<file path="src/rtl/sr_sched_pkg.sv">
// Shared types for the SR bank scheduler: command encoding, its decoder and
// the default bank geometry.
package sr_sched_pkg;
  localparam int NREQ_DEF  = 4;
  localparam int NBITS_DEF = 8;

  typedef enum logic [1:0] {
    CMD_HOLD   = 2'b00,
    CMD_RESET  = 2'b01,
    CMD_SET    = 2'b10,
    CMD_FORBID = 2'b11
  } sr_cmd_e;

  function automatic sr_cmd_e decode_sr(input logic s, input logic r);
    return sr_cmd_e'({s, r});
  endfunction
endpackage

</file>
<file path="src/rtl/rr_arbiter.sv">
// Round-robin arbiter: one-hot grant to the first requester at or after ptr,
// ptr moves past the winner whenever a grant is issued.
module rr_arbiter #(
  parameter int N = 4,
  parameter int W = $clog2(N)
) (
  input  logic         clk,
  input  logic         rst,
  input  logic [N-1:0] req_i,
  output logic [N-1:0] gnt_o,
  output logic [W-1:0] gnt_id_o,
  output logic         gnt_any_o
);
  logic [W-1:0] ptr_q, ptr_d;
  logic [W-1:0] cand;
  logic [N-1:0] gnt;
  logic [W-1:0] gnt_id;
  logic         found;

  // Scan downward so the candidate closest to ptr is written last and wins.
  always_comb begin
    gnt    = '0;
    gnt_id = '0;
    found  = 1'b0;
    cand   = '0;
    for (int k = N - 1; k >= 0; k--) begin
      cand = W'((32'(ptr_q) + k) % N);
      if (req_i[cand]) begin
        gnt       = '0;
        gnt[cand] = 1'b1;
        gnt_id    = cand;
        found     = 1'b1;
      end
    end
  end

  // Grants are suppressed during reset so nothing is accepted.
  assign gnt_any_o = found & ~rst;
  assign gnt_o     = rst ? '0 : gnt;
  assign gnt_id_o  = gnt_id;

  always_comb begin
    ptr_d = ptr_q;
    if (gnt_any_o)
      ptr_d = (32'(gnt_id) == N - 1) ? '0 : gnt_id + W'(1);
  end

  always_ff @(posedge clk or posedge rst) begin
    if (rst) ptr_q <= '0;
    else     ptr_q <= ptr_d;
  end
endmodule

</file>
<file path="src/rtl/sr_bank_scheduler.sv">
// Arbitrates set/reset/hold commands from several requesters onto a single
// bank of SR bits; illegal commands are dropped and flagged.
module sr_bank_scheduler
  import sr_sched_pkg::*;
#(
  parameter int NREQ  = NREQ_DEF,
  parameter int NBITS = NBITS_DEF,
  parameter int IDW   = $clog2(NBITS),
  parameter int RQW   = $clog2(NREQ)
) (
  input  logic                clk,
  input  logic                rst,
  input  logic [NREQ-1:0]     req_valid,
  input  logic [NREQ-1:0]     req_s,
  input  logic [NREQ-1:0]     req_r,
  input  logic [NREQ*IDW-1:0] req_idx,
  output logic [NREQ-1:0]     req_ready,
  output logic [NBITS-1:0]    q,
  output logic [NBITS-1:0]    q_bar,
  output logic                err_pulse,
  output logic [RQW-1:0]      err_src,
  output logic                busy
);
  logic [RQW-1:0]   gnt_id;
  logic             gnt_any;
  logic [IDW-1:0]   sel_idx;
  sr_cmd_e          sel_cmd;
  logic             bad;

  logic [NBITS-1:0] q_q, q_d;
  logic             err_q, err_d;
  logic [RQW-1:0]   src_q, src_d;

  rr_arbiter #(.N(NREQ), .W(RQW)) u_arb (
    .clk      (clk),
    .rst      (rst),
    .req_i    (req_valid),
    .gnt_o    (req_ready),
    .gnt_id_o (gnt_id),
    .gnt_any_o(gnt_any)
  );

  assign sel_idx = req_idx[gnt_id*IDW +: IDW];
  assign sel_cmd = decode_sr(req_s[gnt_id], req_r[gnt_id]);
  assign bad     = (sel_cmd == CMD_FORBID) || (32'(sel_idx) >= NBITS);

  always_comb begin
    q_d = q_q;
    if (gnt_any && !bad) begin
      for (int b = 0; b < NBITS; b++) begin
        if (sel_idx == IDW'(b)) begin
          if (sel_cmd == CMD_SET)   q_d[b] = 1'b1;
          if (sel_cmd == CMD_RESET) q_d[b] = 1'b0;
        end
      end
    end
  end

  always_comb begin
    err_d = gnt_any & bad;
    src_d = err_d ? gnt_id : src_q;
  end

  always_ff @(posedge clk or posedge rst) begin
    if (rst) begin
      q_q   <= '0;
      err_q <= 1'b0;
      src_q <= '0;
    end else begin
      q_q   <= q_d;
      err_q <= err_d;
      src_q <= src_d;
    end
  end

  assign q         = q_q;
  assign q_bar     = ~q_q;
  assign err_pulse = err_q;
  assign err_src   = src_q;
  assign busy      = |req_valid;
endmodule

</file>
<file path="config.mk">
export PLATFORM = sky130hd
export DESIGN_NAME = sr_bank_scheduler
export DESIGN_NICKNAME = d
export VERILOG_FILES = /design/src/rtl/sr_sched_pkg.sv /design/src/rtl/rr_arbiter.sv /design/src/rtl/sr_bank_scheduler.sv
export SDC_FILE = /design/constraint.sdc
export NUM_CORES = 1
export LEC_CHECK = 0
export ABC_AREA = 1
export BUFFER_PORTS_ARGS = -buffer_cell sky130_fd_sc_hd__buf_2
export CAP_MARGIN = 20
export CORE_MARGIN = 4
export CORE_UTILIZATION = 46
export CTS_CLUSTER_SIZE = 14
export DETAILED_ROUTE_END_ITERATION = 10
export GPL_TIMING_DRIVEN = 0
export PLACE_DENSITY = 0.84
export SLEW_MARGIN = 15
export SYNTH_ARGS = -nofsm -noshare
export SYNTH_HDL_FRONTEND = slang
export SYNTH_HIERARCHICAL = 1
export SYNTH_SLANG_ARGS = --single-unit
</file>
<file path="constraint.sdc">
create_clock -name clk -period 3.5 [get_ports clk]
set_clock_uncertainty 0.2 [all_clocks]
set_input_delay 0.525 -clock clk [delete_from_list [all_inputs] [get_ports clk]]
set_output_delay 0.525 -clock clk [all_outputs]
set_load 0.005 [all_outputs]
</file>
==> results.md, run 1 <==
- DRC violation total after the first TritonRoute iteration: 44
- Final std cell area, no fill: 1910 um2
- Cell count after placement: 307
- Root buffer cell: sky130_fd_sc_hd__clkbuf_4
- Std-Cell Rows: 20
- Number of failing setup endpoints in the final timing report: 0
- Kind of end point of the critical path: flop
- Startpoint of the most critical setup path: u_arb/ptr_q[0]$_DFFE_PP0P_
- Max_cap viols: 0
- Placed wire-length estimate: 2.67 mm
- Most common cell in the netlist: sky130_fd_sc_hd__nand2_1
- Die width: 64.2 um
- Count of yosys warnings during synthesis: 6
- Slowest cell delay on critical path: 450 ps
- Setup Crit Path Kind: flop to flop
- Worst-path maximum fanout: 10
- Hold-critical path depth: 2
- Library cell appearing most often on the critical path: sky130_fd_sc_hd__nand2_1
- Asr flop ratio synth: 1.00
- Most area-consuming cells after synthesis: sky130_fd_sc_hd__dfrtp_1, sky130_fd_sc_hd__nand2_1, sky130_fd_sc_hd__ha_1, sky130_fd_sc_hd__nand3_2, sky130_fd_sc_hd__inv_1
- I/O pin total: 50
- Time the final worst path needs with I/O delays and setup: 3250 ps
- Result of the run: complete, no violations
- Mean instance size in the synthesized netlist: 6.79 um2
- Number of instances in the synthesized netlist: 214
- Count of antenna diodes in the layout: 0
- Syn_nets: 250
- Instance area at placement: 1750 um2
- Setup Total Neg Slack: 0 ps
- Reg2Reg Launch Point: u_arb/ptr_q[0]$_DFFE_PP0P_
- Count of cell types in the netlist: 26
- Port Buffer Count: 49
- Post-synth top area cell: sky130_fd_sc_hd__dfrtp_1
- Hold EP: q[7]$_DFFE_PP0P_
- Number of global-route vias before repair: 1327
- Final-report max-slew violation count: 0
- Beginning of the worst hold path: q[7]$_DFFE_PP0P_
- Detailed-route via count: 1518
- Worst Path Required: 3470 ps
- Routed wire length: 3.34 mm
- FF-to-FF setup slack: 250 ps
- Area fraction of the dominant cell type after synthesis: 0.224
- Worst min-delay path class: flop to flop
- Unrepaired setup endpoints after global routing: false
- Count of flip-flops with a built-in enable after synthesis: 0
- Initial antenna violation count: 0
- Number of vias per cell: 4.76
- H-Tree Depth: 1
- Core region area: 3030 um2
- Synthesis-stage register bit count: 13
- Sequential share of the synthesized area: 0.224
- Sink count of the clock tree: 13
- Share of the clock period used by the worst path: 0.929
- Maximum clock insertion buffer count: 2
- Cell Chain, Critical Path: buf_8 > inv_8 > ha_4 > inv_2 > nand3_2 > nand2_4 > nand2_1 > nand2_1 > nand2_2 > nand2_4 > inv_2 > buf_6 > o21ai_0 > o22ai_2 > ha_1 > nor3_4 > inv_2 > a21oi_4 > nand2_1 > nand2_1 > nand2_1
- Main synth FF type: sky130_fd_sc_hd__dfrtp_1
- Hold Violations, Final: 0
- Data arrival time of the worst path: 3220 ps
- Largest net degree at the start of global routing: 12
- Initial core utilization: 0.480
- Worst Max-Slew Pin Slew: 438 ps
- Reg clk slew, reported paths: 80 ps
- GP Congestion: 0.855
- Net count reported at finish: 312
- Normalized max-slew margin: 0.707
- Most used standard cells in the synthesized netlist: sky130_fd_sc_hd__nand2_1, sky130_fd_sc_hd__inv_1, sky130_fd_sc_hd__nand3_1
- Area Overhead vs Synth: 31.3%
- Number of buffer and inverter instances along the worst setup path: 6
- Maximum frequency from static timing analysis: 308 MHz
- R2R Path End: q[1]$_DFFE_PP0P_
- DR pass1 iterations: 5
- Area of the die: 4120 um2
- Clock tree from TritonCTS: done
- Critical path's slowest cell: sky130_fd_sc_hd__dfrtp_2
- Wirelength per Cell: 10.5 um
- R2R cell count: 21
- Residual antenna-violating net count after detailed routing: 0
- Chip Height: 64.2 um
- Dominant delay contributor by cell family on the critical path: simple AND/OR/NAND/NOR gates
- First-pass GRT wire length: 5.48 mm
- DRC violations left: 0
- Source-to-sink clock delay at the later pin of the worst-skew pair: 270 ps
- TritonCTS buffer count: 3
- Number of standard cells in the final layout excluding fillers: 319
- Area of the mapped netlist: 1450 um2
- Launching element type of the critical path: flop
- Share of final-layout standard cells stronger than drive strength 1: 0.422
- Overall track demand over capacity in global routing: 0.160
- Total congestion overflow after global routing: 0
routing by layer:
layer / wire, um / global-route usage
met2: 1560 / 0.276
met3: 233 / 0.0141
met5: 0 / 0
met1: 1530 / 0.218
met4: 19 / 0.0317
repair_timing:
| action | in CTS | in global routing |
|---|---|---|
| hold buffers | 1 | 0 |
| endpoints found under the setup margin | 8 | 8 |
| resized for setup | 5 | 9 |
| pin swaps | 1 | 3 |
| endpoints found under the hold margin | 2 | 0 |
| setup buffers | 0 | 7 |
cells in the final DEF, fill, tap and decap left out:
master	instances
sky130_fd_sc_hd__buf_2	49
sky130_fd_sc_hd__inv_4	1
sky130_fd_sc_hd__inv_2	8
sky130_fd_sc_hd__clkbuf_1	1
sky130_fd_sc_hd__nand2_1	71
sky130_fd_sc_hd__or4_1	1
sky130_fd_sc_hd__inv_8	1
sky130_fd_sc_hd__o21ai_2	1
sky130_fd_sc_hd__dlygate4sd3_1	1
sky130_fd_sc_hd__buf_4	7
sky130_fd_sc_hd__nand4_1	1
sky130_fd_sc_hd__nor3_4	1
sky130_fd_sc_hd__ha_4	2
sky130_fd_sc_hd__clkbuf_4	3
sky130_fd_sc_hd__buf_8	1
sky130_fd_sc_hd__nand2_2	13
sky130_fd_sc_hd__a21oi_1	9
sky130_fd_sc_hd__nand3_2	11
sky130_fd_sc_hd__dfrtp_2	2
sky130_fd_sc_hd__nor2_2	3
sky130_fd_sc_hd__a32oi_2	1
sky130_fd_sc_hd__a21oi_4	1
sky130_fd_sc_hd__nand3_1	15
sky130_fd_sc_hd__a31oi_1	1
sky130_fd_sc_hd__dfrtp_1	11
sky130_fd_sc_hd__buf_6	2
sky130_fd_sc_hd__nor2_1	6
sky130_fd_sc_hd__inv_1	20
sky130_fd_sc_hd__ha_1	8
sky130_fd_sc_hd__o21ai_1	6
sky130_fd_sc_hd__o22ai_2	1
sky130_fd_sc_hd__nand3_4	2
sky130_fd_sc_hd__o21ai_0	8
sky130_fd_sc_hd__nand2_4	6
per-stage QoR:
stage,hold slack (ps),util,setup slack [ps]
floorplan,89.4,-,188
global placement,250,0.579,-125
detailed placement,253,0.579,-241
CTS,289,0.598,14.1
global route,323,0.631,4.77
finish,287,0.631,250
tightest hold or removal path, delay by kind of cell (launching register included):
family / cells / cell delay, ps
DFF: 1 / 360
and+or+nand+nor: 2 / 100
kinds of logic after synthesis:
kind of cell / share of synthesized area
compound gates: 0.111
flops: 0.224
fa+ha+maj: 0.0861
simple gates: 0.478
buf+inv: 0.101
flip-flops by register name, indices dropped and copies added, names as in the netlist:
| signal | count |
|---|---|
| q | 8 |
| err_src | 2 |
| err_pulse | 1 |
| u_arb/ptr_q | 2 |
worst max path at each step:
stage	endpoint	slack, ps	depth (start not counted)
after floorplan	q[2]$_DFFE_PP0P_	190	21
after global placement	q[2]$_DFFE_PP0P_	-120	20
after detailed placement	q[1]$_DFFE_PP0P_	-240	21
after CTS	q[1]$_DFFE_PP0P_	10	21
after global routing	q[2]$_DFFE_PP0P_	5	21
final	q[1]$_DFFE_PP0P_	250	21
layout make-up:
type	count	area [um2]
Inverter	30	123
Fill cell	281	1120
Timing Repair Buffer	57	308
Multi-Input combinational cell	168	1030
Sequential cell	13	328
Tap cell	44	55.1
Buffer	3	37.5
Clock buffer	4	26.3
Power of run 1 is left out: the tool's default activity adds up to more than one toggle a clock period on the data nets, which glitch-free logic cannot reach.
==> run 2, diff against run 1 <==
--- a/config.mk
+++ b/config.mk
@@ -7,13 +7,14 @@
 export LEC_CHECK = 0
 export ABC_AREA = 1
 export BUFFER_PORTS_ARGS = -buffer_cell sky130_fd_sc_hd__buf_2
-export CAP_MARGIN = 20
+export CAP_MARGIN = 25
 export CORE_MARGIN = 4
 export CORE_UTILIZATION = 46
 export CTS_CLUSTER_SIZE = 14
 export DETAILED_ROUTE_END_ITERATION = 10
 export GPL_TIMING_DRIVEN = 0
 export PLACE_DENSITY = 0.84
+export RECOVER_POWER = 25
 export SLEW_MARGIN = 15
 export SYNTH_ARGS = -nofsm -noshare
 export SYNTH_HDL_FRONTEND = slang
==> run 2 against run 1 <==
  * Final cell count unchanged
  * Flip-flop and latch count unchanged
  * Global-route usage unchanged
  * Critical path depth unchanged
  * First-iteration DRC count unchanged
  * Clock-buffer cell count unchanged
  * Maximum frequency about the same
  * Non-clock buffer count unchanged
  * Critical endpoint unchanged
==> results.md, run 2 (synthesis gave the netlist of run 1 again) <==
- R2R cell count: 21 (unchanged)
- Number of standard cells in the final layout excluding fillers: 319 (unchanged)
- Number of logic stages on the critical path including buffering: 21 (unchanged)
- Core region area: 3030 um2 (unchanged)
- Worst Max-Slew Pin Slew: 438 ps (about the same)
- Total congestion overflow after global routing: 0 (unchanged)
- Worst-path maximum fanout: 10 (unchanged)
- Chip Height: 64.2 um (unchanged)
- Cell Chain, Critical Path: buf_8 > inv_8 > ha_4 > inv_2 > nand3_2 > nand2_4 > nand2_1 > nand2_1 > nand2_2 > nand2_4 > inv_2 > buf_6 > o21ai_0 > o22ai_2 > ha_1 > nor3_4 > inv_2 > a21oi_4 > nand2_1 > nand2_1 > nand2_1 (unchanged)
- Data arrival time of the worst path: 3220 ps (about the same)
- Register cell area after layout: 328 um2 (unchanged)
- Count of antenna diodes in the layout: 0 (unchanged)
- First-pass GRT wire length: 5.48 mm (unchanged)
- Result of the run: complete, no violations (unchanged)
- Unrepaired setup endpoints after global routing: false (unchanged)
- Hold-critical path depth: 2 (unchanged)
- Placed wire-length estimate: 2.67 mm (unchanged)
- Initial core utilization: 0.480 (unchanged)
- Most common library cell in the layout ignoring fill and taps: sky130_fd_sc_hd__nand2_1 (unchanged)
- Area Overhead vs Synth: 31.2% (was 31.3%)
- Slowest cell delay on critical path: 450 ps (about the same)
- H-Tree Depth: 1 (unchanged)
- Wirelength per Cell: 10.5 um (about the same)
- GP Congestion: 0.855 (unchanged)
- Number of buffer and inverter instances along the worst setup path: 6 (unchanged)
- Area of the die: 4120 um2 (unchanged)
- Initial antenna violation count: 0 (unchanged)
- Library cell appearing most often on the critical path: sky130_fd_sc_hd__nand2_1 (unchanged)
- Launching element type of the critical path: flop (unchanged)
- Std-Cell Rows: 20 (unchanged)
- Share of final-layout standard cells stronger than drive strength 1: 0.418 (was 0.422)
- Source-to-sink clock delay at the later pin of the worst-skew pair: 270 ps (about the same)
- Setup Total Neg Slack: 0 ps (unchanged)
- DRC violations left: 0 (unchanged)
- Net count reported at finish: 312 (unchanged)
- Total of fill cells in the finished design: 282 (was 281)
- Kind of end point of the critical path: flop (unchanged)
- DR pass1 iterations: 4 (was 5)
- I/O pin total: 50 (unchanged)
- Max reg flops: 8 (unchanged)
- Residual antenna-violating net count after detailed routing: 0 (unchanged)
- Setup Crit Path Kind: flop to flop (unchanged)
- Area of combinational cells with multiple inputs: 1030 um2 (unchanged)
- Critical path's slowest cell: sky130_fd_sc_hd__dfrtp_2 (unchanged)
- Largest net degree at the start of global routing: 12 (unchanged)
- Cell count after placement: 307 (unchanged)
- Number of global-route vias before repair: 1327 (unchanged)
- TritonCTS buffer count: 3 (unchanged)
- Root buffer cell: sky130_fd_sc_hd__clkbuf_4 (unchanged)
- WL met2: 1.56 mm (about the same)
- Dominant delay contributor by cell family on the critical path: simple AND/OR/NAND/NOR gates (unchanged)
- Worst hold slack: 287 ps (about the same)
- Reg clk slew, reported paths: 80 ps (about the same)
- Top Metal Used: met4 (unchanged)
- Number of vias per cell: 4.78 (was 4.76)
- Normalized max-slew margin: 0.707 (about the same)
- Worst min-delay path class: flop to flop (unchanged)
- Post-route met1 wirelength: 1.52 mm (was 1.53 mm)
- Die width: 64.2 um (unchanged)
- Share of the clock period used by the worst path: 0.929 (about the same)
- Worst Path Required: 3470 ps (about the same)
- Final-report max-slew violation count: 0 (unchanged)
- Detailed-route via count: 1524 (was 1518)
- Met3 layer wire length in the routed design: 247 um (was 233 um)
- Routed wire length: 3.35 mm (was 3.34 mm)
- Hold Violations, Final: 0 (unchanged)
- Port Buffer Count: 49 (unchanged)
- Time the final worst path needs with I/O delays and setup: 3250 ps (about the same)
- FF-to-FF setup slack: 250 ps (about the same)
- Most frequent cells in the layout: sky130_fd_sc_hd__nand2_1, sky130_fd_sc_hd__buf_2, sky130_fd_sc_hd__inv_1 (unchanged)
- Maximum clock insertion buffer count: 2 (unchanged)
- Number of failing setup endpoints in the final timing report: 0 (unchanged)
- Sink count of the clock tree: 13 (unchanged)
- Clock tree from TritonCTS: done (unchanged)
- DRC violation total after the first TritonRoute iteration: 44 (unchanged)
- Max_cap viols: 0 (unchanged)
- Maximum frequency from static timing analysis: 308 MHz (about the same)
- Overall track demand over capacity in global routing: 0.160 (unchanged)
[run 2: cell types whose count changed in the layout (fill, tap and decap cells not counted), sizes merged]
cell    change
buf         -1
clkbuf      +1
[run 2: layer usage]
layer | up-vias | track usage
met3 | 2 | 0.0141
li1 | 811 | -
met5 | - | 0
met4 | 0 | 0.0317
met1 | 656 | 0.218
met2 | 55 | 0.276
[run 2: through the flow]
step           setup WS, ps  area, um2   util
3_3_place_gp           -125       1750  0.579
6_report                250       1910  0.630
2_1_floorplan           188       1450      -
5_1_grt                4.77       1910  0.630
4_1_cts                14.1       1810  0.598
3_5_place_dp           -241       1750  0.579
[run 2: timing repair]
item / 4_1_cts / 5_1_grt
gates resized for setup: 5 / 9
setup buffers: 0 / 7
pin swaps: 1 / 3
hold buffers: 1 / 0
setup endpoints to repair: 8 / 8
endpoints found under the hold margin: 2 / 0
[run 2: path summary, 6_finish.rpt]
check	start	end
min in group asynchronous	rst	u_arb/ptr_q[1]$_DFFE_PP0P_
min	q[7]$_DFFE_PP0P_	q[7]$_DFFE_PP0P_
max reg2reg	u_arb/ptr_q[0]$_DFFE_PP0P_	q[1]$_DFFE_PP0P_
max	u_arb/ptr_q[0]$_DFFE_PP0P_	q[1]$_DFFE_PP0P_
min reg2reg	q[7]$_DFFE_PP0P_	q[7]$_DFFE_PP0P_
max in group asynchronous	rst	err_pulse$_DFF_PP0_
[run 2: cell type report]
type,instances,area share
flip-flops and latches,13,0.172
repair buffers,57,0.161
clock buffers,4,0.0138
plain buffers,3,0.0197
inverters,30,0.0643
well taps,44,0.0289
multi-input cells,168,0.541
[run 2: worst min-delay path: stages (launching register included)]
cell and delay [ps]:
sky130_fd_sc_hd__dfrtp_1 360, sky130_fd_sc_hd__nand2_1 60, sky130_fd_sc_hd__nand2_1 40
Power of run 2 is left out for the same reason.
==> run 3, diff against run 2 <==
--- a/config.mk
+++ b/config.mk
@@ -9,11 +9,11 @@
 export BUFFER_PORTS_ARGS = -buffer_cell sky130_fd_sc_hd__buf_2
 export CAP_MARGIN = 25
 export CORE_MARGIN = 4
-export CORE_UTILIZATION = 46
+export CORE_UTILIZATION = 50
 export CTS_CLUSTER_SIZE = 14
 export DETAILED_ROUTE_END_ITERATION = 10
 export GPL_TIMING_DRIVEN = 0
-export PLACE_DENSITY = 0.84
+export PLACE_DENSITY = 0.87
 export RECOVER_POWER = 25
 export SLEW_MARGIN = 15
 export SYNTH_ARGS = -nofsm -noshare
==> constraint.sdc (replaced) <==
create_clock -name clk -period 3.44 [get_ports clk]
set_clock_uncertainty 0.2 [all_clocks]
set_input_delay 0.516 -clock clk [delete_from_list [all_inputs] [get_ports clk]]
set_output_delay 0.516 -clock clk [all_outputs]
set_load 0.005 [all_outputs]
==> run 3 against run 2 <==
  * Critical path depth rose by 1
  * Sequential share of layout area barely moved
  * Non-clock buffer count rose by 2
  * Design area fell by 0.20%
  * Clock-buffer cell count did not move
==> results.md, run 3 (synthesis gave the netlist of run 1 again) <==
- Max reg flops: 8 (unchanged)
- I/O pin total: 50 (unchanged)
- Share of final-layout standard cells stronger than drive strength 1: 0.422 (was 0.418)
- DR pass1 iterations: 5 (was 4)
- Launching element type of the critical path: flop (unchanged)
- Data arrival time of the worst path: 3240 ps (was 3220 ps)
- FF-to-FF setup slack: 180 ps (was 250 ps)
- Maximum clock insertion buffer count: 2 (unchanged)
- Share of the core filled with cells: 0.691 (was 0.630)
- Register cell area after layout: 328 um2 (unchanged)
- Worst-path maximum fanout: 10 (unchanged)
- Worst Path Required: 3420 ps (was 3470 ps)
- Placed wire-length estimate: 2.67 mm (about the same)
- Hold-critical path depth: 2 (unchanged)
- Initial antenna violation count: 0 (unchanged)
- Total of fill cells in the finished design: 239 (was 282)
- Slowest cell delay on critical path: 410 ps (was 450 ps)
- Reg2Reg Launch Point: u_arb/ptr_q[0]$_DFFE_PP0P_ (unchanged)
- H-Tree Depth: 1 (unchanged)
- Source-to-sink clock delay at the later pin of the worst-skew pair: 280 ps (was 270 ps)
- Area Overhead vs Synth: 31.0% (was 31.2%)
- Most common library cell in the layout ignoring fill and taps: sky130_fd_sc_hd__nand2_1 (unchanged)
- Worst min-delay path class: flop to flop (unchanged)
- Normalized max-slew margin: 0.662 (was 0.707)
- Final std cell area, no fill: 1900 um2 (was 1910 um2)
- Hold EP: q[5]$_DFFE_PP0P_ (was q[7]$_DFFE_PP0P_)
- Dominant delay contributor by cell family on the critical path: simple AND/OR/NAND/NOR gates (unchanged)
- Total congestion overflow after global routing: 0 (unchanged)
- TritonCTS buffer count: 3 (unchanged)
- DRC violations left: 0 (unchanged)
- Worst Max-Slew Pin Slew: 505 ps (was 438 ps)
- Critical path's slowest cell: sky130_fd_sc_hd__dfrtp_2 (unchanged)
- Beginning of the worst hold path: q[5]$_DFFE_PP0P_ (was q[7]$_DFFE_PP0P_)
- Final-report max-slew violation count: 0 (unchanged)
- R2R cell count: 22 (was 21)
- Wirelength per Cell: 11.6 um (was 10.5 um)
- Cell Chain, Critical Path: buf_8 > inv_8 > ha_4 > inv_2 > nand3_2 > nand2_4 > nand2_1 > nand2_1 > nand2_2 > nand2_4 > inv_2 > buf_6 > nand2_1 > a32oi_2 > inv_1 > ha_4 > nor3_4 > inv_2 > a21oi_4 > nand2_1 > nand2_1 > nand2_1 (was buf_8 > inv_8 > ha_4 > inv_2 > nand3_2 > nand2_4 > nand2_1 > nand2_1 > nand2_2 > nand2_4 > inv_2 > buf_6 > o21ai_0 > o22ai_2 > ha_1 > nor3_4 > inv_2 > a21oi_4 > nand2_1 > nand2_1 > nand2_1)
- Result of the run: complete, no violations (unchanged)
- Worst hold slack: 295 ps (was 287 ps)
- DRC violation total after the first TritonRoute iteration: 39 (was 44)
- Most frequent cells in the layout: sky130_fd_sc_hd__nand2_1, sky130_fd_sc_hd__buf_2, sky130_fd_sc_hd__inv_1 (unchanged)
- Number of vias per cell: 5.05 (was 4.78)
- Net count reported at finish: 314 (was 312)
- Hold Violations, Final: 0 (unchanged)
- Share of the clock period used by the worst path: 0.948 (was 0.929)
- Instance area at placement: 1740 um2 (was 1750 um2)
- Port Buffer Count: 49 (unchanged)
- Overall track demand over capacity in global routing: 0.187 (was 0.160)
- Setup Crit Path Kind: flop to flop (unchanged)
- Area of combinational cells with multiple inputs: 1030 um2 (unchanged)
- Minimum setup slack in the final design: 178 ps (was 250 ps)
- Number of failing setup endpoints in the final timing report: 0 (unchanged)
- Sink count of the clock tree: 13 (unchanged)
- Core region area: 2760 um2 (was 3030 um2)
- R2R Path End: q[1]$_DFFE_PP0P_ (unchanged)
- Chip Height: 61.9 um (was 64.2 um)
- Initial core utilization: 0.527 (was 0.480)
- First-pass GRT wire length: 5.56 mm (was 5.48 mm)
- Std-Cell Rows: 19 (was 20)
- Number of buffer and inverter instances along the worst setup path: 7 (was 6)
- Number of global-route vias before repair: 1360 (was 1327)
- Largest net degree at the start of global routing: 12 (unchanged)
- Root buffer cell: sky130_fd_sc_hd__clkbuf_4 (unchanged)
- Time the final worst path needs with I/O delays and setup: 3260 ps (was 3250 ps)
- Reg clk slew, reported paths: 80 ps (about the same)
- Library cell appearing most often on the critical path: sky130_fd_sc_hd__nand2_1 (unchanged)
- Routed wire length: 3.59 mm (was 3.35 mm)
- Die width: 61.9 um (was 64.2 um)
- Clock tree from TritonCTS: done (unchanged)
- Max_cap viols: 0 (unchanged)
- Kind of end point of the critical path: flop (unchanged)
- GP Congestion: 0.826 (was 0.855)
- Maximum frequency from static timing analysis: 307 MHz (was 308 MHz)
- Count of antenna diodes in the layout: 0 (unchanged)
- Residual antenna-violating net count after detailed routing: 0 (unchanged)
- Pre-CTS WS: -301 ps (was -241 ps)
- Detailed-route via count: 1556 (was 1524)
- Area of the die: 3830 um2 (was 4120 um2)
-- run 3: cell types whose count changed in the layout (fill, tap and decap cells not counted) --
cell                      previous run  this run
sky130_fd_sc_hd__buf_4               7         9
sky130_fd_sc_hd__inv_4               1         0
sky130_fd_sc_hd__inv_2               8         9
sky130_fd_sc_hd__o21ai_1             6         7
sky130_fd_sc_hd__o21ai_0             8         7
-- run 3: metrics by stage --
stage,TNS [ps],cells
after global routing,-80.3,308
after floorplan,0,214
after detailed placement,-1770,294
final,0,308
after global placement,-1000,294
after CTS,0,299
-- run 3: final cells by class --
| type | instances | share of cell area |
|---|---|---|
| inverter | 30 | 0.0631 |
| multi-input combinational | 168 | 0.542 |
| buffer | 3 | 0.0197 |
| sequential | 13 | 0.172 |
| clock buffer | 4 | 0.0138 |
| tap | 31 | 0.0204 |
| timing repair buffer | 59 | 0.169 |
-- run 3: repair_timing --
item | CTS | global route
gates resized for setup | 6 | 8
endpoints found under the setup margin | 8 | 7
hold endpoints to repair | 2 | 0
pin swaps | 1 | 2
setup buffers | 0 | 9
hold buffers | 1 | 0
-- run 3: worst min-delay path, cell delays in order (launching register included) --
cell and delay [ps]:
sky130_fd_sc_hd__dfrtp_1 360, sky130_fd_sc_hd__nand2_1 60, sky130_fd_sc_hd__nand2_1 40
-- run 3: how the worst max path moves through the flow --
stage,cells after the start,end,startpoint
after floorplan,21,q[2]$_DFFE_PP0P_,u_arb/ptr_q[0]$_DFFE_PP0P_
after global placement,20,q[1]$_DFFE_PP0P_,u_arb/ptr_q[1]$_DFFE_PP0P_
after detailed placement,20,q[1]$_DFFE_PP0P_,u_arb/ptr_q[1]$_DFFE_PP0P_
after CTS,21,q[1]$_DFFE_PP0P_,u_arb/ptr_q[0]$_DFFE_PP0P_
after global routing,22,q[3]$_DFFE_PP0P_,u_arb/ptr_q[0]$_DFFE_PP0P_
final,22,q[1]$_DFFE_PP0P_,u_arb/ptr_q[0]$_DFFE_PP0P_
-- run 3: metal layers --
layer	up-vias	share of wire	GRT usage
met1	673	0.44	0.246
met4	0	0.015	0.0455
met3	5	0.077	0.0269
li1	810	-	-
met5	-	0	0
met2	68	0.47	0.323
Power of run 3 is left out for the same reason.
